### src/rtl/seq_scan_ctrl_if.sv
// rtl/seq_scan_ctrl_if.sv - word-in / count-out handshake and pattern config bundle for seq_scan_ctrl
interface seq_scan_ctrl_if #(
  parameter int WIDTH    = 16,
  parameter int PLEN_MAX = 8,
  parameter int CW       = $clog2(WIDTH + 1)
);
  logic                cfg_we;
  logic [PLEN_MAX-1:0] cfg_pattern;
  logic [3:0]          cfg_len;
  logic                in_valid;
  logic                in_ready;
  logic [WIDTH-1:0]    in_data;
  logic                out_valid;
  logic                out_ready;
  logic [CW-1:0]       out_count;

  modport master (
    output cfg_we, cfg_pattern, cfg_len, in_valid, in_data, out_ready,
    input  in_ready, out_valid, out_count
  );

  modport slave (
    input  cfg_we, cfg_pattern, cfg_len, in_valid, in_data, out_ready,
    output in_ready, out_valid, out_count
  );
endinterface

### src/rtl/seq_scan_ctrl.sv
// rtl/seq_scan_ctrl.sv - serialises a word MSB first through a programmable pattern matcher and reports the match count
module seq_scan_ctrl #(
  parameter int WIDTH    = 16,
  parameter int PLEN_MAX = 8,
  parameter int CW       = $clog2(WIDTH + 1)
) (
  input  logic           clk,
  input  logic           reset,
  seq_scan_ctrl_if.slave bus,
  output logic           serial_a,
  output logic           match_y,
  output logic           busy
);

  typedef enum logic [1:0] {
    IDLE   = 2'd0,
    SCAN   = 2'd1,
    REPORT = 2'd2
  } state_t;

  state_t              state;
  state_t              state_nxt;

  logic [PLEN_MAX-1:0] pat_q;
  logic [3:0]          len_q;
  logic [WIDTH-1:0]    shreg;
  logic [PLEN_MAX-1:0] hist;
  logic [CW-1:0]       bitcnt;
  logic [CW-1:0]       count;

  logic                accept;
  logic                last_bit;
  logic                reached;
  logic                hit;
  logic [3:0]          len_clamp;
  logic [PLEN_MAX-1:0] hist_nxt;
  logic [PLEN_MAX-1:0] len_mask;

  assign accept        = (state == IDLE) && bus.in_valid;
  assign last_bit      = (bitcnt == CW'(WIDTH - 1));
  assign len_clamp     = (bus.cfg_len > 4'(PLEN_MAX)) ? 4'(PLEN_MAX) : bus.cfg_len;
  assign hist_nxt      = {hist[PLEN_MAX-2:0], serial_a};
  assign reached       = (({1'b0, bitcnt} + (CW+1)'(1)) >= (CW+1)'(len_q));
  assign bus.out_count = count;

  // Low len_q bits of history and pattern take part in the compare; a match needs len_q bits already seen.
  always_comb begin
    len_mask = '0;
    for (int i = 0; i < PLEN_MAX; i++) begin
      len_mask[i] = (len_q > 4'(i));
    end
    hit = (state == SCAN) && (len_q != 4'd0) && reached &&
          (((hist_nxt ^ pat_q) & len_mask) == '0);
  end

  // FSM state register.
  always_ff @(posedge clk or posedge reset) begin
    if (reset) begin
      state <= IDLE;
    end else begin
      state <= state_nxt;
    end
  end

  // Next-state logic and state-decoded outputs; these fall straight to idle values when reset forces IDLE.
  always_comb begin
    state_nxt     = state;
    bus.in_ready  = 1'b0;
    bus.out_valid = 1'b0;
    busy          = 1'b0;
    serial_a      = 1'b0;
    case (state)
      IDLE: begin
        bus.in_ready = 1'b1;
        if (bus.in_valid) state_nxt = SCAN;
      end
      SCAN: begin
        busy     = 1'b1;
        serial_a = shreg[WIDTH-1];
        if (last_bit) state_nxt = REPORT;
      end
      REPORT: begin
        busy          = 1'b1;
        bus.out_valid = 1'b1;
        if (bus.out_ready) state_nxt = IDLE;
      end
      default: state_nxt = IDLE;
    endcase
  end

  // Config latch, word capture, serial shift, history, bit counter and match counter.
  always_ff @(posedge clk or posedge reset) begin
    if (reset) begin
      pat_q   <= PLEN_MAX'(1);
      len_q   <= 4'd2;
      shreg   <= '0;
      hist    <= '0;
      bitcnt  <= '0;
      count   <= '0;
      match_y <= 1'b0;
    end else begin
      match_y <= hit;
      if ((state == IDLE) && bus.cfg_we) begin
        pat_q <= bus.cfg_pattern;
        len_q <= len_clamp;
      end
      if (accept) begin
        shreg  <= bus.in_data;
        hist   <= '0;
        bitcnt <= '0;
        count  <= '0;
      end else if (state == SCAN) begin
        shreg  <= {shreg[WIDTH-2:0], 1'b0};
        hist   <= hist_nxt;
        bitcnt <= bitcnt + CW'(1);
        if (hit) count <= count + CW'(1);
      end
    end
  end

endmodule

### src/flat_wrapper.sv
// flat-port wrapper written by rule: the top's interface ports become plain ports
module seq_scan_ctrl_flat 
#(
  parameter int WIDTH    = 16,
  parameter int PLEN_MAX = 8,
  parameter int CW       = $clog2(WIDTH + 1)
)
  (clk, reset, serial_a, match_y, busy, bus_cfg_we, bus_cfg_pattern, bus_cfg_len, bus_in_valid, bus_in_data, bus_out_ready, bus_in_ready, bus_out_valid, bus_out_count);
  seq_scan_ctrl_if #(.WIDTH(WIDTH), .PLEN_MAX(PLEN_MAX), .CW(CW)) bus_i ();
  input  logic clk;
  input  logic reset;
  output logic serial_a;
  output logic match_y;
  output logic busy;
  input wire logic [$bits(bus_i.cfg_we)-1:0] bus_cfg_we;
  input wire logic [$bits(bus_i.cfg_pattern)-1:0] bus_cfg_pattern;
  input wire logic [$bits(bus_i.cfg_len)-1:0] bus_cfg_len;
  input wire logic [$bits(bus_i.in_valid)-1:0] bus_in_valid;
  input wire logic [$bits(bus_i.in_data)-1:0] bus_in_data;
  input wire logic [$bits(bus_i.out_ready)-1:0] bus_out_ready;
  output wire logic [$bits(bus_i.in_ready)-1:0] bus_in_ready;
  output wire logic [$bits(bus_i.out_valid)-1:0] bus_out_valid;
  output wire logic [$bits(bus_i.out_count)-1:0] bus_out_count;
  assign bus_i.cfg_we = bus_cfg_we;
  assign bus_i.cfg_pattern = bus_cfg_pattern;
  assign bus_i.cfg_len = bus_cfg_len;
  assign bus_i.in_valid = bus_in_valid;
  assign bus_i.in_data = bus_in_data;
  assign bus_i.out_ready = bus_out_ready;
  assign bus_in_ready = bus_i.in_ready;
  assign bus_out_valid = bus_i.out_valid;
  assign bus_out_count = bus_i.out_count;
  seq_scan_ctrl #(.WIDTH(WIDTH), .PLEN_MAX(PLEN_MAX), .CW(CW)) u_core (.clk(clk), .reset(reset), .bus(bus_i), .serial_a(serial_a), .match_y(match_y), .busy(busy));
endmodule
### config.mk
export PLATFORM = sky130hd
export DESIGN_NAME = seq_scan_ctrl_flat
export DESIGN_NICKNAME = d
export VERILOG_FILES = /design/src/rtl/seq_scan_ctrl_if.sv /design/src/rtl/seq_scan_ctrl.sv /design/src/flat_wrapper.sv
export SDC_FILE = /design/constraint.sdc
export NUM_CORES = 1
export LEC_CHECK = 0
export ABC_AREA = 1
export BUFFER_PORTS_ARGS = -buffer_cell sky130_fd_sc_hd__buf_2
export CORE_UTILIZATION = 38
export CTS_BUF_LIST = sky130_fd_sc_hd__clkbuf_16
export DETAILED_ROUTE_END_ITERATION = 8
export GPL_ROUTABILITY_DRIVEN = 0
export HOLD_SLACK_MARGIN = 0.05
export SETUP_SLACK_MARGIN = 0.5
export SYNTH_ARGS = -nofsm -noshare
export SYNTH_HDL_FRONTEND = slang
export SYNTH_SLANG_ARGS = --single-unit
### constraint.sdc
create_clock -name clk -period 2.5 [get_ports clk]
set_input_delay 0.5 -clock clk [delete_from_list [all_inputs] [get_ports clk]]
set_output_delay 0.5 -clock clk [all_outputs]
set_load 0.05 [all_outputs]
==> impl_results.md <==
* Utilization after layout at 0.4877
* H-tree depth at 2
* Most frequent cells in the layout: nand2_1, inv_1, dfrtp_1, buf_2, nand3_1
* Sw frac at 0.4211
* Mapped Nets at 347
* Pre-CTS setup slack at 0.4236 ns
* Endpoints failing hold at 0
* Non-Filler Cell Area, Final at 3097 sq um
* Port bufs at 42
* Worst IR drop on VDD at around 0.00054 V
* Worst Path Max Fanout at 6
* Crit share post-route at 0.7742
* Core region area at 6350 sq um
* Setup-failing EPs final at 0
* GRT Total Usage at 0.1705
* Unrepaired setup endpoints after global routing: true
* Pre-antenna DRT Iters at 4
* Clock Path Buffers at 2
* Part of the Yosys area used for sequential elements at 0.4827
* Setup TNS at 0 ns
* Drt first-iter violations at 91
* Synthesized cell area at about 2500 sq um
* Worst path required time at between 2 and 3 ns
* Detail Placement HPWL at 3.995 mm
* Final #Nets at ~400
* Avg Cell Area, Syn at 8.230 sq um
* Cell Pwr Density at 1211 nW/um^2
* Die area at 6890 sq um
* Yosys Warn Count at 0
* Crit. End Element: register
* Initial cell density of the core at 0.3927
* Gate power share at 0.471
* Vias per cell at ~4.9
* Worst Setup Path Type: register to register
* Worst hold path class: input port to asynchronous set/reset pin
* Multi-input logic area at between 1000 and 1500 sq um
* Largest net degree at the start of global routing at 26
* Initial antenna violation count at 0
* Max-slew violations at 0
* First-pass GRT wire length at 9.515 mm
* Final cell count without fillers at around 430
* Vias in the first global route at 2097
* Via Count at 2104
* Fmax at roughly 520 MHz
* Sequential power share at 0.329
* Critical Path Source Type: register
* Row count at 29
* Clk slew on worst S/H paths at around 0.060 ns
* Clock period minus worst slack at 1.936 ns
* Area grow syn2layout at 24.18%
* Unique masters post-synth at 25
* Synthesized instance count at 303
* ANT nets after route at 0
* CTS Root Cell: clkbuf_16
* Hold_buf cts at 0
* Dpl cell area at 2810 sq um
* Drt drc at 0
* Synthesis-stage register bit count at 48
* Clock Power Share at 0.200
* I/O Pins at 43
* MaxCap Viol Count at 0
* DR WL/cell at 12.70 um
* Status: complete, no violations
* Congestion Overflow GR at 0
* Die X-Extent at around 83 um
* Ant. Diodes at 0
* DP Cell Count at 419
* Total CTS buffers at 5
* Cell-internal power at 2.171 mW
* Die H at 83.01 um
* TritonCTS sink count at between 40 and 50
* Slew margin rel. at 0.6434
* Register Area at 1204 sq um
* Fillers at between 600 and 700
* CTS tree: done
* Commonest non-fill, non-tap cell in the layout: nand2_1
* P_leak at ~1.6 nW
* Overall routed net length at between 5 and 6 mm
* P_sw at 1.579 mW
* Worst Tran Pin Value at about 0.53 ns
* Crit path arrival time at 2.16 ns
* Clk_skew at 0.003648 ns
* Worst skew pair latency at 0.29 ns
* Ratio of cells with drive above 1 in the final layout at 0.2331
* Final Worst Setup Slack at between 0.5 and 0.6 ns
[flip-flops by register name (all words and copies together), names as in the netlist]
register and cells:
u_core.shreg 16, u_core.match_y 1, u_core.len_q 4, u_core.hist 7, u_core.state 2, u_core.bus.out_count 5, u_core.pat_q 8, u_core.bitcnt 5
[power by group through the flow]
stage          sequential, mW  combinational (mW)  clock, mW
4_1_cts                  1.23                1.65      0.764
3_5_place_dp             1.25                1.64          0
6_report                 1.23                1.77      0.749
5_1_grt                  1.27                2.00      0.799
2_1_floorplan            1.22                1.27          0
3_3_place_gp             1.24                1.61          0
[routing by layer]
metal	GRT usage	up-vias	wire length (um)
met5	0	-	0
met4	0.05172	0	70
met3	0.03280	6	238
met2	0.2846	51	2621
met1	0.2243	970	2566
li1	-	1077	-
[final cells by class]
class,instances,area share
clock inverter,3,0.01253
clock buffer,5,0.04040
timing repair buffer,52,0.09697
multi-input combinational,194,0.3640
sequential,48,0.3887
tap,77,0.03111
inverter,54,0.06626
[metrics by stage]
stage / power [mW] / hold slack [ns]
2_1_floorplan: 2.491 / 0.4683
3_3_place_gp: 2.855 / 0.4946
3_5_place_dp: 2.882 / 0.5012
4_1_cts: 3.645 / 0.2677
5_1_grt: 4.072 / 0.2854
6_report: 3.750 / 0.2489
[critical path, cell delays in order (launching register included)]
cell	delay [ns]
dfrtp_1	0.42
ha_2	0.21
xor2_2	0.18
ha_1	0.27
nand2_1	0.06
nor2_1	0.09
nand3_1	0.10
nand3_2	0.09
nand2_2	0.07
nor2_4	0.22
nand3_2	0.10
nand2_1	0.07
[synthesized netlist by cell type]
| cell type | n | share of area |
|---|---|---|
| nand2_2 | 1 | 0.0025 |
| nand4_1 | 1 | 0.0025 |
| xnor2_1 | 2 | 0.0070 |
| a21o_1 | 1 | 0.0030 |
| a21oi_1 | 3 | 0.0060 |
| clkbuf_1 | 2 | 0.0030 |
| o21bai_1 | 2 | 0.0060 |
| nand3_2 | 1 | 0.0040 |
| nor2_1 | 13 | 0.020 |
| o21ai_0 | 14 | 0.028 |
| o211ai_1 | 3 | 0.0090 |
| inv_1 | 52 | 0.078 |
| nand2_1 | 86 | 0.13 |
| dfstp_2 | 2 | 0.021 |
| o22ai_1 | 8 | 0.020 |
| nand3_1 | 24 | 0.048 |
| dfrtp_1 | 46 | 0.46 |
| buf_2 | 5 | 0.010 |
| inv_2 | 2 | 0.0030 |
| nor2_2 | 4 | 0.010 |
| ha_1 | 11 | 0.055 |
| o221ai_1 | 12 | 0.042 |
| a22o_1 | 2 | 0.0070 |
| xor2_1 | 4 | 0.014 |
| nor2_4 | 2 | 0.0090 |
[repair_timing]
| item | 4_1_cts | 5_1_grt |
|---|---|---|
| setup buffers | 0 | 6 |
| resized for setup | 2 | 16 |
| pin swaps | 0 | 4 |
| endpoints found under the setup margin | 25 | 32 |
[cells by family after synthesis]
group	after synthesis	synth area share
compound gates	45	0.1214
buf+inv	61	0.09433
xor+xnor	6	0.02107
flops	48	0.4827
simple gates	132	0.2253
fa+ha+maj	11	0.05519
[worst paths after layout]
check | startpoint | endpoint | slack [ns] | cells after the start
setup / recovery | u_core.bitcnt[1] | u_core.bus.out_count[1] | 0.56 | 11
hold / removal | reset | u_core.hist[1] | 0.25 | 2
setup reg to reg | u_core.bitcnt[1] | u_core.bus.out_count[1] | 0.56 | 11
hold reg to reg | u_core.pat_q[1] | u_core.pat_q[1] | 0.51 | 2
max in group asynchronous | reset | u_core.len_q[1] | 1.60 | 3
min in group clk | bus_cfg_pattern[1] | u_core.pat_q[1] | 0.41 | 3
Power figures use the tool's default switching activity.
